**config.mk**
```make
export PLATFORM = sky130hd
export DESIGN_NAME = sys_arr_row_sequencer_flat
export DESIGN_NICKNAME = d
export VERILOG_FILES = /design/src/rtl/sys_arr_row_sequencer_if.sv /design/src/rtl/sys_arr_row_sequencer.sv /design/src/flat_wrapper.sv
export SDC_FILE = /design/constraint.sdc
export NUM_CORES = 1
export LEC_CHECK = 0
export CORE_MARGIN = 2
export CORE_UTILIZATION = 42
export DETAILED_ROUTE_END_ITERATION = 8
export GPL_ROUTABILITY_DRIVEN = 1
export HOLD_SLACK_MARGIN = 0.02
export PLACE_DENSITY = 0.8
export SLEW_MARGIN = 20
export SYNTH_ARGS = -nofsm -noshare
export SYNTH_HDL_FRONTEND = slang
export SYNTH_SLANG_ARGS = --single-unit
```
**constraint.sdc**
```tcl
create_clock -name clk -period 14.5 [get_ports clk]
set_input_delay 2.9 -clock clk [delete_from_list [all_inputs] [get_ports clk]]
set_output_delay 2.9 -clock clk [all_outputs]
set_load 0.01 [all_outputs]
```
**src/rtl/sys_arr_row_sequencer_if.sv**
```systemverilog
// sys_arr_row_sequencer_if: command, row-stream, array-write and output-tracking signals of the row sequencer.
// SYS_ARR_SEQ_PERF_EN adds the perf counter outputs.
interface sys_arr_row_sequencer_if #(parameter int N = 4, parameter int DW = 16, parameter int SETW = 8);
  localparam int IW = $clog2(N);
  logic cmd_valid, cmd_ready, cmd_weights;
  logic [SETW-1:0] cmd_nsets;
  logic row_valid, row_ready;
  logic [N*DW-1:0] row_data, row_ps;
  logic drained, fifo_has_space;
  logic weight_en, input_en, partial_en;
  logic [IW-1:0] row_in_en, row_ps_en, row_out;
  logic [N*DW-1:0] array_in, array_in_partials;
  logic out_en, job_done, err_order;
`ifdef SYS_ARR_SEQ_PERF_EN
  logic [31:0] perf_busy, perf_stall_src, perf_stall_arr;
`endif
  modport master (
    input cmd_valid, cmd_weights, cmd_nsets, row_valid, row_data, row_ps, drained, fifo_has_space, out_en, row_out,
    output cmd_ready, row_ready, weight_en, input_en, partial_en, row_in_en, row_ps_en, array_in, array_in_partials,
    output job_done, err_order
`ifdef SYS_ARR_SEQ_PERF_EN
    , output perf_busy, perf_stall_src, perf_stall_arr
`endif
  );
  modport slave (
    output cmd_valid, cmd_weights, cmd_nsets, row_valid, row_data, row_ps, drained, fifo_has_space, out_en, row_out,
    input cmd_ready, row_ready, weight_en, input_en, partial_en, row_in_en, row_ps_en, array_in, array_in_partials,
    input job_done, err_order
`ifdef SYS_ARR_SEQ_PERF_EN
    , input perf_busy, perf_stall_src, perf_stall_arr
`endif
  );
endinterface

```
**src/rtl/sys_arr_row_sequencer.sv**
```systemverilog
// sys_arr_row_sequencer: streams weight/input rows of a job into the systolic array and tracks returned rows.
// SYS_ARR_SEQ_PERF_EN enables the saturating busy/stall perf counters.
module sys_arr_row_sequencer #(
  parameter int N = 4,
  parameter int DW = 16,
  parameter int ROW_GAP = 1,
  parameter int SETW = 8
) (
  input logic clk,
  input logic RST,
  sys_arr_row_sequencer_if.master bus
);
  localparam int IW = $clog2(N);
  localparam int CW = SETW + IW;
  localparam int GW = ROW_GAP > 0 ? $clog2(ROW_GAP + 1) : 1;
  typedef enum logic [2:0] {IDLE, WAIT_DRAIN, LOAD_W, WAIT_SPACE, LOAD_IN, GAP, WAIT_OUT} state_t;
  state_t state, state_n;
  logic [IW-1:0] r;
  logic [SETW-1:0] nsets_q, set_cnt;
  logic [GW-1:0] gap_cnt;
  logic [CW-1:0] out_cnt, out_nxt;
  logic accept, hs, row_last, set_last, gap_done, set_adv;
  always_comb begin
    accept = bus.cmd_valid && state == IDLE;
    bus.cmd_ready = state == IDLE;
    bus.row_ready = state == LOAD_W || state == LOAD_IN;
    hs = bus.row_valid && bus.row_ready;
    row_last = r == IW'(N - 1);
    set_last = set_cnt == nsets_q - 1'b1;
    gap_done = gap_cnt == GW'(ROW_GAP - 1);
    out_nxt = out_cnt + CW'(bus.out_en);
    bus.job_done = state == WAIT_OUT && out_nxt == CW'(nsets_q) * CW'(N);
    state_n = state;
    case (state)
      IDLE:       state_n = accept ? (bus.cmd_weights ? WAIT_DRAIN : WAIT_SPACE) : IDLE;
      WAIT_DRAIN: state_n = bus.drained ? LOAD_W : WAIT_DRAIN;
      LOAD_W:     state_n = hs && row_last ? WAIT_SPACE : LOAD_W;
      WAIT_SPACE: state_n = bus.fifo_has_space ? LOAD_IN : WAIT_SPACE;
      LOAD_IN:    state_n = !hs ? LOAD_IN : ROW_GAP > 0 ? GAP : !row_last ? LOAD_IN : set_last ? WAIT_OUT : WAIT_SPACE;
      // r has already wrapped to 0 when the gap follows the last row of a matrix
      GAP:        state_n = !gap_done ? GAP : r != '0 ? LOAD_IN : set_last ? WAIT_OUT : WAIT_SPACE;
      WAIT_OUT:   state_n = bus.job_done ? IDLE : WAIT_OUT;
      default:    state_n = IDLE;
    endcase
    set_adv = state_n == WAIT_SPACE && (state == LOAD_IN || state == GAP);
  end
  always_ff @(posedge clk or posedge RST)
    if (RST) begin
      state <= IDLE;
      r <= '0;
      nsets_q <= '0;
      set_cnt <= '0;
      gap_cnt <= '0;
      out_cnt <= '0;
      bus.err_order <= 1'b0;
      bus.weight_en <= 1'b0;
      bus.input_en <= 1'b0;
      bus.partial_en <= 1'b0;
      bus.row_in_en <= '0;
      bus.row_ps_en <= '0;
      bus.array_in <= '0;
      bus.array_in_partials <= '0;
    end else begin
      state <= state_n;
      if (hs) r <= row_last ? '0 : r + 1'b1;
      gap_cnt <= state == GAP ? gap_cnt + 1'b1 : '0;
      if (accept) nsets_q <= bus.cmd_nsets == '0 ? SETW'(1) : bus.cmd_nsets;
      set_cnt <= accept ? '0 : set_adv ? set_cnt + 1'b1 : set_cnt;
      out_cnt <= accept ? '0 : out_nxt;
      bus.err_order <= !accept && (bus.err_order || (bus.out_en && bus.row_out != IW'(out_cnt % CW'(N))));
      bus.weight_en <= hs && state == LOAD_W;
      bus.input_en <= hs && state == LOAD_IN;
      bus.partial_en <= hs && state == LOAD_IN;
      bus.row_in_en <= hs ? r : '0;
      bus.row_ps_en <= hs && state == LOAD_IN ? r : '0;
      bus.array_in <= hs ? bus.row_data : '0;
      bus.array_in_partials <= hs && state == LOAD_IN ? bus.row_ps : '0;
    end
`ifdef SYS_ARR_SEQ_PERF_EN
  always_ff @(posedge clk or posedge RST)
    if (RST) begin
      bus.perf_busy <= '0;
      bus.perf_stall_src <= '0;
      bus.perf_stall_arr <= '0;
    end else begin
      bus.perf_busy <= accept ? '0 : bus.perf_busy + 32'(state != IDLE && !(&bus.perf_busy));
      bus.perf_stall_src <= accept ? '0 : bus.perf_stall_src + 32'(bus.row_ready && !bus.row_valid && !(&bus.perf_stall_src));
      bus.perf_stall_arr <= accept ? '0 :
        bus.perf_stall_arr + 32'((state == WAIT_DRAIN || state == WAIT_SPACE) && !(&bus.perf_stall_arr));
    end
`endif
endmodule

```
**src/flat_wrapper.sv**
```systemverilog
// flat-port wrapper written by rule: the top's interface ports become plain ports
module sys_arr_row_sequencer_flat 
#(
  parameter int N = 4,
  parameter int DW = 16,
  parameter int ROW_GAP = 1,
  parameter int SETW = 8
)
  (clk, RST, bus_cmd_valid, bus_cmd_weights, bus_cmd_nsets, bus_row_valid, bus_row_data, bus_row_ps, bus_drained, bus_fifo_has_space, bus_out_en, bus_row_out, bus_cmd_ready, bus_row_ready, bus_weight_en, bus_input_en, bus_partial_en, bus_row_in_en, bus_row_ps_en, bus_array_in, bus_array_in_partials, bus_job_done, bus_err_order);
  sys_arr_row_sequencer_if #(.N(N), .DW(DW), .SETW(SETW)) bus_i ();
  input logic clk;
  input logic RST;
  input wire logic [$bits(bus_i.cmd_valid)-1:0] bus_cmd_valid;
  input wire logic [$bits(bus_i.cmd_weights)-1:0] bus_cmd_weights;
  input wire logic [$bits(bus_i.cmd_nsets)-1:0] bus_cmd_nsets;
  input wire logic [$bits(bus_i.row_valid)-1:0] bus_row_valid;
  input wire logic [$bits(bus_i.row_data)-1:0] bus_row_data;
  input wire logic [$bits(bus_i.row_ps)-1:0] bus_row_ps;
  input wire logic [$bits(bus_i.drained)-1:0] bus_drained;
  input wire logic [$bits(bus_i.fifo_has_space)-1:0] bus_fifo_has_space;
  input wire logic [$bits(bus_i.out_en)-1:0] bus_out_en;
  input wire logic [$bits(bus_i.row_out)-1:0] bus_row_out;
  output wire logic [$bits(bus_i.cmd_ready)-1:0] bus_cmd_ready;
  output wire logic [$bits(bus_i.row_ready)-1:0] bus_row_ready;
  output wire logic [$bits(bus_i.weight_en)-1:0] bus_weight_en;
  output wire logic [$bits(bus_i.input_en)-1:0] bus_input_en;
  output wire logic [$bits(bus_i.partial_en)-1:0] bus_partial_en;
  output wire logic [$bits(bus_i.row_in_en)-1:0] bus_row_in_en;
  output wire logic [$bits(bus_i.row_ps_en)-1:0] bus_row_ps_en;
  output wire logic [$bits(bus_i.array_in)-1:0] bus_array_in;
  output wire logic [$bits(bus_i.array_in_partials)-1:0] bus_array_in_partials;
  output wire logic [$bits(bus_i.job_done)-1:0] bus_job_done;
  output wire logic [$bits(bus_i.err_order)-1:0] bus_err_order;
  assign bus_i.cmd_valid = bus_cmd_valid;
  assign bus_i.cmd_weights = bus_cmd_weights;
  assign bus_i.cmd_nsets = bus_cmd_nsets;
  assign bus_i.row_valid = bus_row_valid;
  assign bus_i.row_data = bus_row_data;
  assign bus_i.row_ps = bus_row_ps;
  assign bus_i.drained = bus_drained;
  assign bus_i.fifo_has_space = bus_fifo_has_space;
  assign bus_i.out_en = bus_out_en;
  assign bus_i.row_out = bus_row_out;
  assign bus_cmd_ready = bus_i.cmd_ready;
  assign bus_row_ready = bus_i.row_ready;
  assign bus_weight_en = bus_i.weight_en;
  assign bus_input_en = bus_i.input_en;
  assign bus_partial_en = bus_i.partial_en;
  assign bus_row_in_en = bus_i.row_in_en;
  assign bus_row_ps_en = bus_i.row_ps_en;
  assign bus_array_in = bus_i.array_in;
  assign bus_array_in_partials = bus_i.array_in_partials;
  assign bus_job_done = bus_i.job_done;
  assign bus_err_order = bus_i.err_order;
  sys_arr_row_sequencer #(.N(N), .DW(DW), .ROW_GAP(ROW_GAP), .SETW(SETW)) u_core (.clk(clk), .RST(RST), .bus(bus_i));
endmodule
```
Yosys cells after proc, flatten, opt, wreduce, memory -nomap -nowiden:

Index checks and enable logic that the tools add are counted.

* input port bits: 146
* bits in latches: 0
* bits in registers: 167
* word-level logic and storage cells: 67
* bits in read-only memories: 0
* memory bits (writable): 0
* memories: 0

* $add $sub $neg: 5
* mux-type cells: 21
* multipliers: 0
* shifts and indexed selects: 0
* bitwise operators: 0
* reduce and logical (&&, ||, !) cells: 17
* equal/unequal tests: 11
* $lt $le $gt $ge: 0
* div/mod/pow operators: 0

Operator list (number)
* $mux W64: 2
* $mux W8: 3
* $pmux W3 S7: 1
* $mux W3: 6
* $add A10 B1 Y10: 1
* $eq A10 B10 Y1: 1
* $mux W10: 1
* $mux W2: 5
* $eq A3 B2 Y1 const B: 3
* $eq A3 B3 Y1 const B: 3
* $logic_and A1 B1 Y1: 9
* $add A8 B1 Y8 const B: 1
* $eq A8 B8 Y1: 1
* $logic_not A8 Y1: 1
* $sub A8 B1 Y8 const B: 1
* $reduce_bool A2 Y1: 2
* $eq A3 B1 Y1 const B: 1
* $logic_not A3 Y1: 1
* $logic_or A1 B1 Y1: 3
* $mux W1: 3
* $add A2 B1 Y2 const B: 1
* $eq A2 B2 Y1 const B: 1
* $ne A2 B2 Y1: 1
* $add A1 B1 Y1 const B: 1
* $logic_not A1 Y1: 1

Longest topological paths before layout:

Gate-level depths: netlist of the first run.

* word-level depth: 10
* gate-level depth with buffers: 9
* gate-level depth less buffers: 9

Worst setup path before layout of the first run:

Ideal clock, no wire load.

* path kind: input to output
* start point: in bus_out_en
* end point: out bus_job_done
* arrival time: 4.965 ns
* required time: 11.600 ns
* stages on the path: 8
* path buffers: 0
* setup slack: 6.635 ns
* cell sequence: ha_1 > ha_1 > xnor2_2 > xnor2_1 > a2111oi_2 > nand3_1 > or4_4 > nor4b_1

* cells in the longest elaborated chain, start to end: 3

Ends and longest elaborated chain
* from (decl): line flat_wrapper.sv:21 `input wire logic [$bits(bus_i.out_en)-1:0] bus_out_en;`
* $add A10 B1 Y10: line sys_arr_row_sequencer.sv:31 `out_nxt = out_cnt + CW'(bus.out_en);`
* $eq A10 B10 Y1: line sys_arr_row_sequencer.sv:32 `bus.job_done = state == WAIT_OUT && out_nxt == CW'(nsets_q) * CW'(N);`
* $logic_and A1 B1 Y1: line sys_arr_row_sequencer.sv:32
* to (decl): line flat_wrapper.sv:32 `output wire logic [$bits(bus_i.job_done)-1:0] bus_job_done;`

No other way between the ends.

Worst setup path in the final report of the first run:

Same ends and word-level chain as after synthesis.

==> run_results.csv, run 1 <==
group,metric,value,unit
floorplan,die-area,0.0163,mm²
placed_design,placed_cells,975,
timing,worst-slew-pin-transition,0.951,ns
global_route,grt_pass1_vias,5066,
critical_path,crit_start,"bus_out_en",
route,wl_met3,1190,µm
finish,drive_above_1_share,0.0585,
worst_hold_path,min_path_type,"flip-flop to flip-flop",
clocking,clock_latency,0.42,ns
clocking,cts_buffers,17,
synth,netlist_instances,536,
power,combPwrFrac,0.291,
route,wl_met1,6500,µm
finish,area_growth_syn_to_layout,56.4,%
critical_path,cp-start-kind,"input port",
run,cap_violations,0,
clocking,cts_resized,0,
synth,synth_seq_area_share,0.650,
global_route,gr-usage-all-layers,0.208,
synth,synth-edff-count,0,
synth,syn-num-nets,688,
global_route,grt_max_degree,93,
power,swShare,0.300,
route,postRouteAntennaNets,0,
clocking,cts_num_sinks,167,
synth,synth.most_common_cell,"dfrtp_1",
clocking,ctsHoldBuffers,0,
critical_path,cp_max_fo,3,
floorplan,die-width,128,µm
power,seq_power_share,0.395,
clocking,cts_buffer_depth,2,
clocking,htreeDepth,4,
route,drt_wl_total,16900,µm
floorplan,start_util,0.426,
power,vdd_drop_max,0.103,mV
critical_path,cp-endpoint,"bus_job_done",
global_route,grt_overflow,0,
clocking,clk_pin_slew,0.06,ns
synth,synth_top_area_share,0.650,
power,p_int,0.00107,W
timing,slew_viol_final,0,
critical_path,r2r-end,"u_core.state[2]$_DFF_PP0_",
timing,fin_crit_sh,0.628,
route,drt_iter0_drc,290,
placed_design,hpwl,12000,µm
timing,final.min_clock_period,9.10,ns
finish,nNetsFinal,959,
clocking,clockRootBuffer,"clkbuf_16",
power,p_per_area,152,mW/mm²
synth,syn_avg_cell_area,12.0,µm²
route,top_layer,"met4",
worst_hold_path,hold_path_depth,1,
clocking,cts_tree,"built",
synth,synth_area_leaders,"dfrtp_1 65%, and3_1 6.9%, and2_1 6.4%",
floorplan,io_pins,285,
synth,ys_ff_latch,167,
route,drc,0,
timing,setup_viol,0,
timing,fmax,0.110,GHz
timing,slew_headroom,0.366,
floorplan,coreArea,0.0151,mm²
clocking,postCtsSetupBuffers,0,
timing,rsz0062_at_grt,"no",
critical_path,arrival,6.20,ns
synth,ys.flop_type,"dfrtp_1",
timing,finClkSkew,0.00687,ns
critical_path,required,11.60,ns
outcome,status,"completed",
synth,synth_cell_types,50,
synth,async_flop_share,1.00,
critical_path,regToRegSetupSlack,11.67,ns
synth,netlist_area,0.00642,mm²
power,p_clk_frac,0.315,
critical_path,end_kind,"output pin",
finish,fin_cells,1008,
power,leakage,4.78,nW
synth,ys_warn_count,0,
route,detail_route.first_pass.iterations,4,
route,met2_length,8690,µm
placed_design,io_buffers,284,
global_route,grt_pass1_wl,26300,µm
placed_design,gp_congestion,0.915,
critical_path,reg2regPathDepth,9,
timing,fin_tns_setup,0,ns
route,dr_total_vias,4966,
floorplan,row_count,45,
floorplan,die_height,128,µm
synth,synth_top_cell_by_area,"dfrtp_1",
route,wire_per_inst,16.8,µm
power,p_switching,0.000459,W
critical_path,reg2reg_from,"u_core.out_cnt[0]$_DFF_PP0_",
finish,diodes,0,
route,via_per_inst,4.93,
timing,hold_viol,0,
global_route,antenna_found_initial,0,
synth,synth_common_cells,"167 x dfrtp_1, 71 x and3_1, 66 x and2_1",
critical_path,path_class,"input port to output pin",
## worst max-delay path, cell delays in order
cell and delay (ns):
clkdlybuf4s50_1 0.44, ha_1 0.24, ha_1 0.25, xnor2_2 0.17
xnor2_1 0.14, a2111oi_2 0.42, nand3_1 0.17, or4_4 0.53
nor4b_1 0.34, clkdlybuf4s50_1 0.61
## layer usage
metal | GRT usage | vias up
li1 | - | 2312
met4 | 0.0924 | 0
met1 | 0.245 | 2426
met3 | 0.0555 | 34
met2 | 0.360 | 194
met5 | 0 | -
## registers in the layout, indices dropped and copies added, names as in the netlist
register                      cells
u_core.nsets_q                    8
u_core.bus.err_order              1
u_core.state                      3
u_core.bus.input_en               1
u_core.bus.row_in_en              2
u_core.out_cnt                   10
u_core.bus.array_in              64
u_core.bus.row_ps_en              2
u_core.r                          2
u_core.set_cnt                    8
u_core.gap_cnt                    1
u_core.bus.weight_en              1
u_core.bus.array_in_partials     64
## through the flow
stage | instance area [µm²] | hold slack (ns) | util | setup slack, ns | power, W
final | 10000 | 0.463 | 0.666 | 5.40 | 0.00153
after global routing | 10000 | 0.497 | 0.666 | 5.26 | 0.00161
after CTS | 10000 | 0.464 | 0.665 | 5.37 | 0.00154
after detailed placement | 9390 | 0.456 | 0.623 | 5.40 | 0.00105
after global placement | 9390 | 0.444 | 0.623 | 5.57 | 0.00103
after floorplan | 6420 | 0.427 | - | 6.64 | 0.000841
## cells by family after synthesis
logic type	after synthesis	synth area share
AND/OR/NAND/NOR	245	0.213
flip-flops	167	0.650
buffers and inverters	46	0.0290
AO/OA/AOI/OAI	32	0.0358
XOR/XNOR	31	0.0456
multiplexers	9	0.0142
adder cells (fa/ha/maj)	6	0.0117
## cell type report
class                      count  area, µm²
clock inverter                14        195
clock buffer                  18        439
inverter                      10       42.5
multi-input combinational    323       2070
timing repair buffer         288       2890
tap                          188        235
fill                        1097       5040
sequential                   167       4180
## power by group through the flow
stage	clock network [W]	registers [W]	logic, W
final	0.000482	0.000604	0.000445
after global routing	0.000513	0.000614	0.000487
after CTS	0.000491	0.000604	0.000441
after detailed placement	0	0.000612	0.000436
after global placement	0	0.000608	0.000423
after floorplan	0	0.000608	0.000234
## cell usage in the layout, fill, tap and decap left out, types with 5 or more instances in the layout
| cell type | count |
|---|---|
| a21oi_1 | 5 |
| and2_1 | 66 |
| and3_1 | 71 |
| clkbuf_16 | 17 |
| clkdlybuf4s50_1 | 284 |
| dfrtp_1 | 167 |
| ha_1 | 6 |
| inv_1 | 9 |
| mux2i_1 | 8 |
| nand2_1 | 40 |
| nand3_1 | 12 |
| nor2_1 | 25 |
| nor3_1 | 5 |
| o21ai_0 | 10 |
| xnor2_1 | 16 |
| xor2_1 | 13 |
## how the worst min path moves through the flow
stage	start	to	slack, ns
floorplan	u_core.gap_cnt$_DFF_PP0_	u_core.gap_cnt$_DFF_PP0_	0.43
global placement	u_core.gap_cnt$_DFF_PP0_	u_core.gap_cnt$_DFF_PP0_	0.44
detailed placement	u_core.gap_cnt$_DFF_PP0_	u_core.gap_cnt$_DFF_PP0_	0.46
CTS	u_core.gap_cnt$_DFF_PP0_	u_core.gap_cnt$_DFF_PP0_	0.46
global route	u_core.gap_cnt$_DFF_PP0_	u_core.gap_cnt$_DFF_PP0_	0.50
finish	u_core.gap_cnt$_DFF_PP0_	u_core.gap_cnt$_DFF_PP0_	0.46
Note: power is estimated with default switching activity, not from simulation.
==> run 2: changes to the inputs <==
CORE_UTILIZATION = 38   (was 42)
PLACE_DENSITY = 0.77   (was 0.8)
clock period = 7.7 ns   (was 14.5 ns; I/O delays follow)
==> run 2 against run 1 <==
Global-route usage down 2.5 points. Cell count rose by 3.2%. Non-clock buffer count stayed put. Sequential share of layout area hardly changed. Die area grew 10%. Total power increased by 85%. Worst hold slack improved by 0.0037 ns. Clock skew is 0.0013 ns higher. Wire length is 3.5% lower. Utilization down 5.9 points.
==> run_results.csv, run 2 (synthesis gave the netlist of run 1 again) <==
group,metric,value,unit
power,p_clk_frac,0.313,
global_route,grt_overflow,0,
placed_design,gp_congestion,0.807,
timing,fin_crit_sh,0.826,
timing,fmax,0.157,GHz
power,seq_power_share,0.400,
power,swShare,0.300,
floorplan,die-width,134,µm
finish,final_common_cell,"clkdlybuf4s50_1",
clocking,cts_buffers,17,
clocking,cts_resized,0,
timing,worst-slew-pin-transition,0.921,ns
clocking,cts_num_sinks,167,
finish,largestRegisters,"u_core.bus.array_in x64, u_core.bus.array_in_partials x64, u_core.out_cnt x10",
placed_design,io_buffers,284,
clocking,clk_pin_slew,0.06,ns
critical_path,regToRegSetupSlack,5.05,ns
run,cap_violations,0,
timing,fin_tns_setup,0,ns
power,leakage,4.77,nW
global_route,grt_max_degree,97,
placed_design,placed_cells,1008,
floorplan,die_height,134,µm
floorplan,io_pins,285,
route,detail_route.first_pass.iterations,4,
finish,most-common-layout-cells,"283 x clkdlybuf4s50_1, 167 x dfrtp_1, 71 x and3_1",
outcome,status,"completed",
finish,diodes,0,
finish,drive_above_1_share,0.0585,
critical_path,path_class,"input port to output pin",
power,p_int,0.00199,W
finish,fillers,1378,
route,via_per_inst,4.61,
route,wire_per_inst,15.7,µm
timing,slew_headroom,0.386,
floorplan,die-area,0.0180,mm²
global_route,grt_pass1_wl,25300,µm
critical_path,cp-start-kind,"input port",
critical_path,required,6.16,ns
route,drt_wl_total,16300,µm
floorplan,row_count,47,
placed_design,dp_slack,1.35,ns
finish,fin_cells,1040,
timing,setup_viol,0,
timing,slew_viol_final,0,
clocking,cts_buffer_depth,2,
timing,hold_viol,0,
worst_hold_path,min_path_type,"flip-flop to flip-flop",
power,p_switching,0.000852,W
global_route,grt_pass1_vias,4687,
route,drt_iter0_drc,213,
critical_path,cp_max_fo,3,
global_route,antenna_found_initial,0,
clocking,clockRootBuffer,"clkbuf_16",
timing,worst_slack,1.34,ns
power,combPwrFrac,0.288,
critical_path,arrival,4.82,ns
clocking,ctsHoldBuffers,0,
route,dr_total_vias,4791,
clocking,clock_latency,0.42,ns
critical_path,end_kind,"output pin",
timing,final.min_clock_period,6.36,ns
global_route,gr-usage-all-layers,0.184,
power,p_per_area,282,mW/mm²
floorplan,coreArea,0.0166,mm²
timing,holdWs,0.467,ns
clocking,htreeDepth,4,
route,drc,0,
timing,finClkSkew,0.00815,ns
floorplan,start_util,0.387,
power,vdd_drop_max,0.164,mV
finish,area_growth_syn_to_layout,56.6,%
clocking,postCtsSetupBuffers,0,
timing,rsz0062_at_grt,"no",
finish,nNetsFinal,959,
route,postRouteAntennaNets,0,
placed_design,hpwl,11800,µm
clocking,cts_tree,"built",
[run 2: changes by cell type in the layout (fill, tap and decap cells not counted), sizes merged]
| cell | before | now |
|---|---|---|
| buf | 4 | 5 |
| clkdlybuf4s50 | 284 | 283 |
| clkinv | 6 | 3 |
| bufinv | 4 | 3 |
| clkinvlp | 0 | 1 |
| inv | 14 | 15 |
| clkbuf | 18 | 20 |
[run 2: cell type report]
cell class | instances | area (µm²) | share of cell area
repair buffers | 288 | 2870 | 0.285
clock buffers | 20 | 457 | 0.0454
multi-input cells | 323 | 2070 | 0.206
clock inverters | 12 | 165 | 0.0164
flip-flops and latches | 167 | 4180 | 0.415
well taps | 220 | 275 | 0.0274
inverters | 10 | 42.5 | 0.00423
[run 2: worst max-delay path, cell delays in order]
cell	delay [ns]
clkdlybuf4s50_1	0.45
ha_1	0.23
ha_1	0.23
xnor2_2	0.21
xnor2_1	0.10
a2111oi_2	0.33
nand3_1	0.14
or4_4	0.51
nor4b_1	0.45
clkdlybuf4s50_1	0.64
[run 2: worst paths after layout]
check	startpoint	end	cells after the start
setup / recovery	bus_out_en	bus_job_done	10
hold / removal	u_core.gap_cnt$_DFF_PP0_	u_core.gap_cnt$_DFF_PP0_	1
setup reg to reg	u_core.out_cnt[0]$_DFF_PP0_	u_core.state[2]$_DFF_PP0_	9
hold reg to reg	u_core.gap_cnt$_DFF_PP0_	u_core.gap_cnt$_DFF_PP0_	1
max in group asynchronous	RST	u_core.bus.array_in[60]$_DFF_PP0_	3
min in group asynchronous	RST	u_core.bus.array_in_partials[9]$_DFF_PP0_	2
[run 2: power by group through the flow]
| stage | logic, W | clock network (W) | registers (W) |
|---|---|---|---|
| after global routing | 0.000895 | 0.000951 | 0.00115 |
| after detailed placement | 0.000824 | 0 | 0.00115 |
| final | 0.000817 | 0.000887 | 0.00113 |
| after floorplan | 0.000440 | 0 | 0.00114 |
| after CTS | 0.000828 | 0.000909 | 0.00113 |
| after global placement | 0.000813 | 0 | 0.00115 |
[run 2: stage by stage]
| stage | utilization | power, W | instance area, µm² |
|---|---|---|---|
| finish | 0.607 | 0.00284 | 10100 |
| global route | 0.607 | 0.00300 | 10100 |
| CTS | 0.607 | 0.00287 | 10100 |
| detailed placement | 0.569 | 0.00198 | 9440 |
| global placement | 0.569 | 0.00196 | 9440 |
| floorplan | - | 0.00158 | 6420 |
[run 2: metal layers]
metal  global-route usage  part of all wire  up-vias
met5                    0                 0        -
met4               0.0649             0.019        0
met3               0.0627             0.077       21
met2                0.320              0.52      181
met1                0.211              0.39     2278
li1                     -                 -     2311
==> run 3: changes to the inputs <==
clock period = 5.3 ns   (was 7.7 ns; I/O delays follow)
==> run 3 against run 2 <==
Sequential power grew 47%. Sequential share of layout area is essentially flat. Critical path depth grew 1. Highest routed layer unchanged. Flip-flop and latch count is the same. Combinational power grew 46%. Non-clock buffer count grew 1. Count of clock-buffer cells in the layout shrank 2. Critical path type unchanged. Register-to-register slack lost 2.4 ns. Largest power group unchanged.
==> run_results.csv, run 3 (synthesis gave the netlist of run 1 again) <==
group,metric,value,unit
clocking,cts_buffer_depth,2,
finish,fillers,1322,
critical_path,crit_path_top_delay_cell,"or4_4",
timing,setup_viol,0,
clocking,clk_pin_slew,0.06,ns
floorplan,row_count,47,
power,seq_power_share,0.410,
finish,fin_area,0.0101,mm²
timing,hold_viol,0,
timing,final.min_clock_period,4.82,ns
outcome,status,"completed",
power,swShare,0.314,
timing,worst-slew-pin-transition,0.953,ns
floorplan,die-area,0.0180,mm²
route,dr_total_vias,4836,
floorplan,start_util,0.387,
power,leakage,4.77,nW
clocking,cts_tree,"built",
finish,most-common-layout-cells,"282 x clkdlybuf4s50_1, 167 x dfrtp_1, 71 x and3_1",
timing,finClkSkew,0.0102,ns
clocking,cts_num_sinks,167,
global_route,grt_max_degree,168,
finish,final_common_cell,"clkdlybuf4s50_1",
floorplan,die_height,134,µm
clocking,cts_buffers,17,
power,p_per_area,402,mW/mm²
finish,diodes,0,
critical_path,cp_common_cell,"ha_1",
power,vdd_drop_max,0.258,mV
critical_path,cp_cell_sequence,"clkdlybuf4s50_1, ha_1, ha_1, xnor2_2, xnor2_1, a2111oi_2, nand3_1, or4_4, nor4b_4, buf_4, dlymetal6s2s_1",
global_route,gr-usage-all-layers,0.187,
critical_path,path_class,"input port to output pin",
route,wire_per_inst,15.9,µm
route,via_per_inst,4.65,
route,drt_wl_total,16600,µm
placed_design,placed_cell_area,0.00946,mm²
placed_design,hpwl,11900,µm
route,postRouteAntennaNets,0,
global_route,grt_pass1_wl,25800,µm
power,p_int,0.00277,W
timing,fmax,0.207,GHz
timing,rsz0062_at_grt,"no",
placed_design,io_buffers,284,
clocking,clockRootBuffer,"clkbuf_16",
critical_path,cp-start-kind,"input port",
critical_path,cp_max_fo,3,
critical_path,required,4.24,ns
run,cap_violations,0,
timing,fin_tns_setup,0,ns
route,drt_iter0_drc,217,
clocking,clock_latency,0.42,ns
finish,largestRegisters,"u_core.bus.array_in x64, u_core.bus.array_in_partials x64, u_core.out_cnt x10",
floorplan,io_pins,285,
power,p_switching,0.00127,W
global_route,grt_overflow,0,
timing,slew_viol_final,0,
worst_hold_path,min_path_type,"flip-flop to flip-flop",
route,detail_route.first_pass.iterations,4,
global_route,grt_pass1_vias,4774,
power,combPwrFrac,0.295,
floorplan,die-width,134,µm
route,drc,0,
finish,area_growth_syn_to_layout,56.4,%
timing,slew_headroom,0.365,
finish,drive_above_1_share,0.0609,
finish,final_util,0.606,
global_route,antenna_found_initial,0,
placed_design,gp_congestion,0.780,
critical_path,arrival,3.76,ns
finish,nNetsFinal,960,
power,p_clk_frac,0.296,
clocking,htreeDepth,4,
floorplan,coreArea,0.0166,mm²
timing,fin_crit_sh,0.910,
critical_path,end_kind,"output pin",
critical_path,cp_slowest_stage_delay,0.53,ns
==> run 3: cell types whose count changed in the layout (fill, tap and decap cells not counted), sizes merged, moves of 2 or more <==
cell      delta
inv          -2
clkinvlp     +2
bufinv       -2
clkbuf       -2
clkinv       +4
==> run 3: path summary, 6_finish.rpt <==
kind | cells after the start | endpoint | slack [ns] | start
setup / recovery | 11 | bus_job_done | 0.48 | bus_out_en
hold / removal | 1 | u_core.gap_cnt$_DFF_PP0_ | 0.47 | u_core.gap_cnt$_DFF_PP0_
setup reg to reg | 9 | u_core.state[2]$_DFF_PP0_ | 2.62 | u_core.out_cnt[0]$_DFF_PP0_
hold reg to reg | 1 | u_core.gap_cnt$_DFF_PP0_ | 0.47 | u_core.gap_cnt$_DFF_PP0_
max in group asynchronous | 3 | u_core.out_cnt[0]$_DFF_PP0_ | 3.43 | RST
min in group asynchronous | 3 | u_core.bus.array_in[50]$_DFF_PP0_ | 1.30 | RST
==> run 3: final cells by class <==
| type | instances | area (µm²) | share of cell area |
|---|---|---|---|
| clock buffers | 18 | 429 | 0.0427 |
| well taps | 220 | 275 | 0.0274 |
| multi-input cells | 323 | 2090 | 0.208 |
| inverters | 10 | 41.3 | 0.00411 |
| clock inverters | 14 | 149 | 0.0148 |
| flip-flops and latches | 167 | 4180 | 0.416 |
| repair buffers | 289 | 2890 | 0.288 |
==> run 3: per-stage QoR <==
step	setup slack [ns]	power, W	cells	hold slack, ns
floorplan	1.12	0.00230	536	0.427
global placement	0.0557	0.00285	1009	0.440
detailed placement	0.0192	0.00288	1009	0.463
CTS	0.0542	0.00409	1041	0.472
global route	0.297	0.00428	1041	0.520
finish	0.479	0.00404	1041	0.474
==> run 3: timing repair <==
item,CTS,global route
pin swaps,0,1
setup buffers,0,0
hold buffers,0,0
resized for setup,1,2
setup endpoints to repair,1,1
==> run 3: metal layers <==
layer / routed length [µm] / part of all wire / global-route usage
met1: 6480 / 0.39 / 0.220
met4: 303 / 0.018 / 0.0608
met5: 0 / 0 / 0
met2: 8580 / 0.52 / 0.327
met3: 1200 / 0.073 / 0.0578
==> run 3: power by group through the flow <==
stage / Sequential [W] / Combinational [W] / Clock [W]
2_1_floorplan: 0.00166 / 0.000639 / 0
3_3_place_gp: 0.00167 / 0.00118 / 0
3_5_place_dp: 0.00168 / 0.00120 / 0
4_1_cts: 0.00166 / 0.00121 / 0.00123
5_1_grt: 0.00169 / 0.00131 / 0.00129
6_report: 0.00166 / 0.00119 / 0.00120
==> run 3: worst max-delay path, delay by kind of cell <==
family | cells | cell delay (ns)
adder cells (fa/ha/maj) | 2 | 0.47
buffers and inverters | 3 | 0.73
AND/OR/NAND/NOR | 3 | 0.87
AO/OA/AOI/OAI | 1 | 0.33
XOR/XNOR | 2 | 0.30
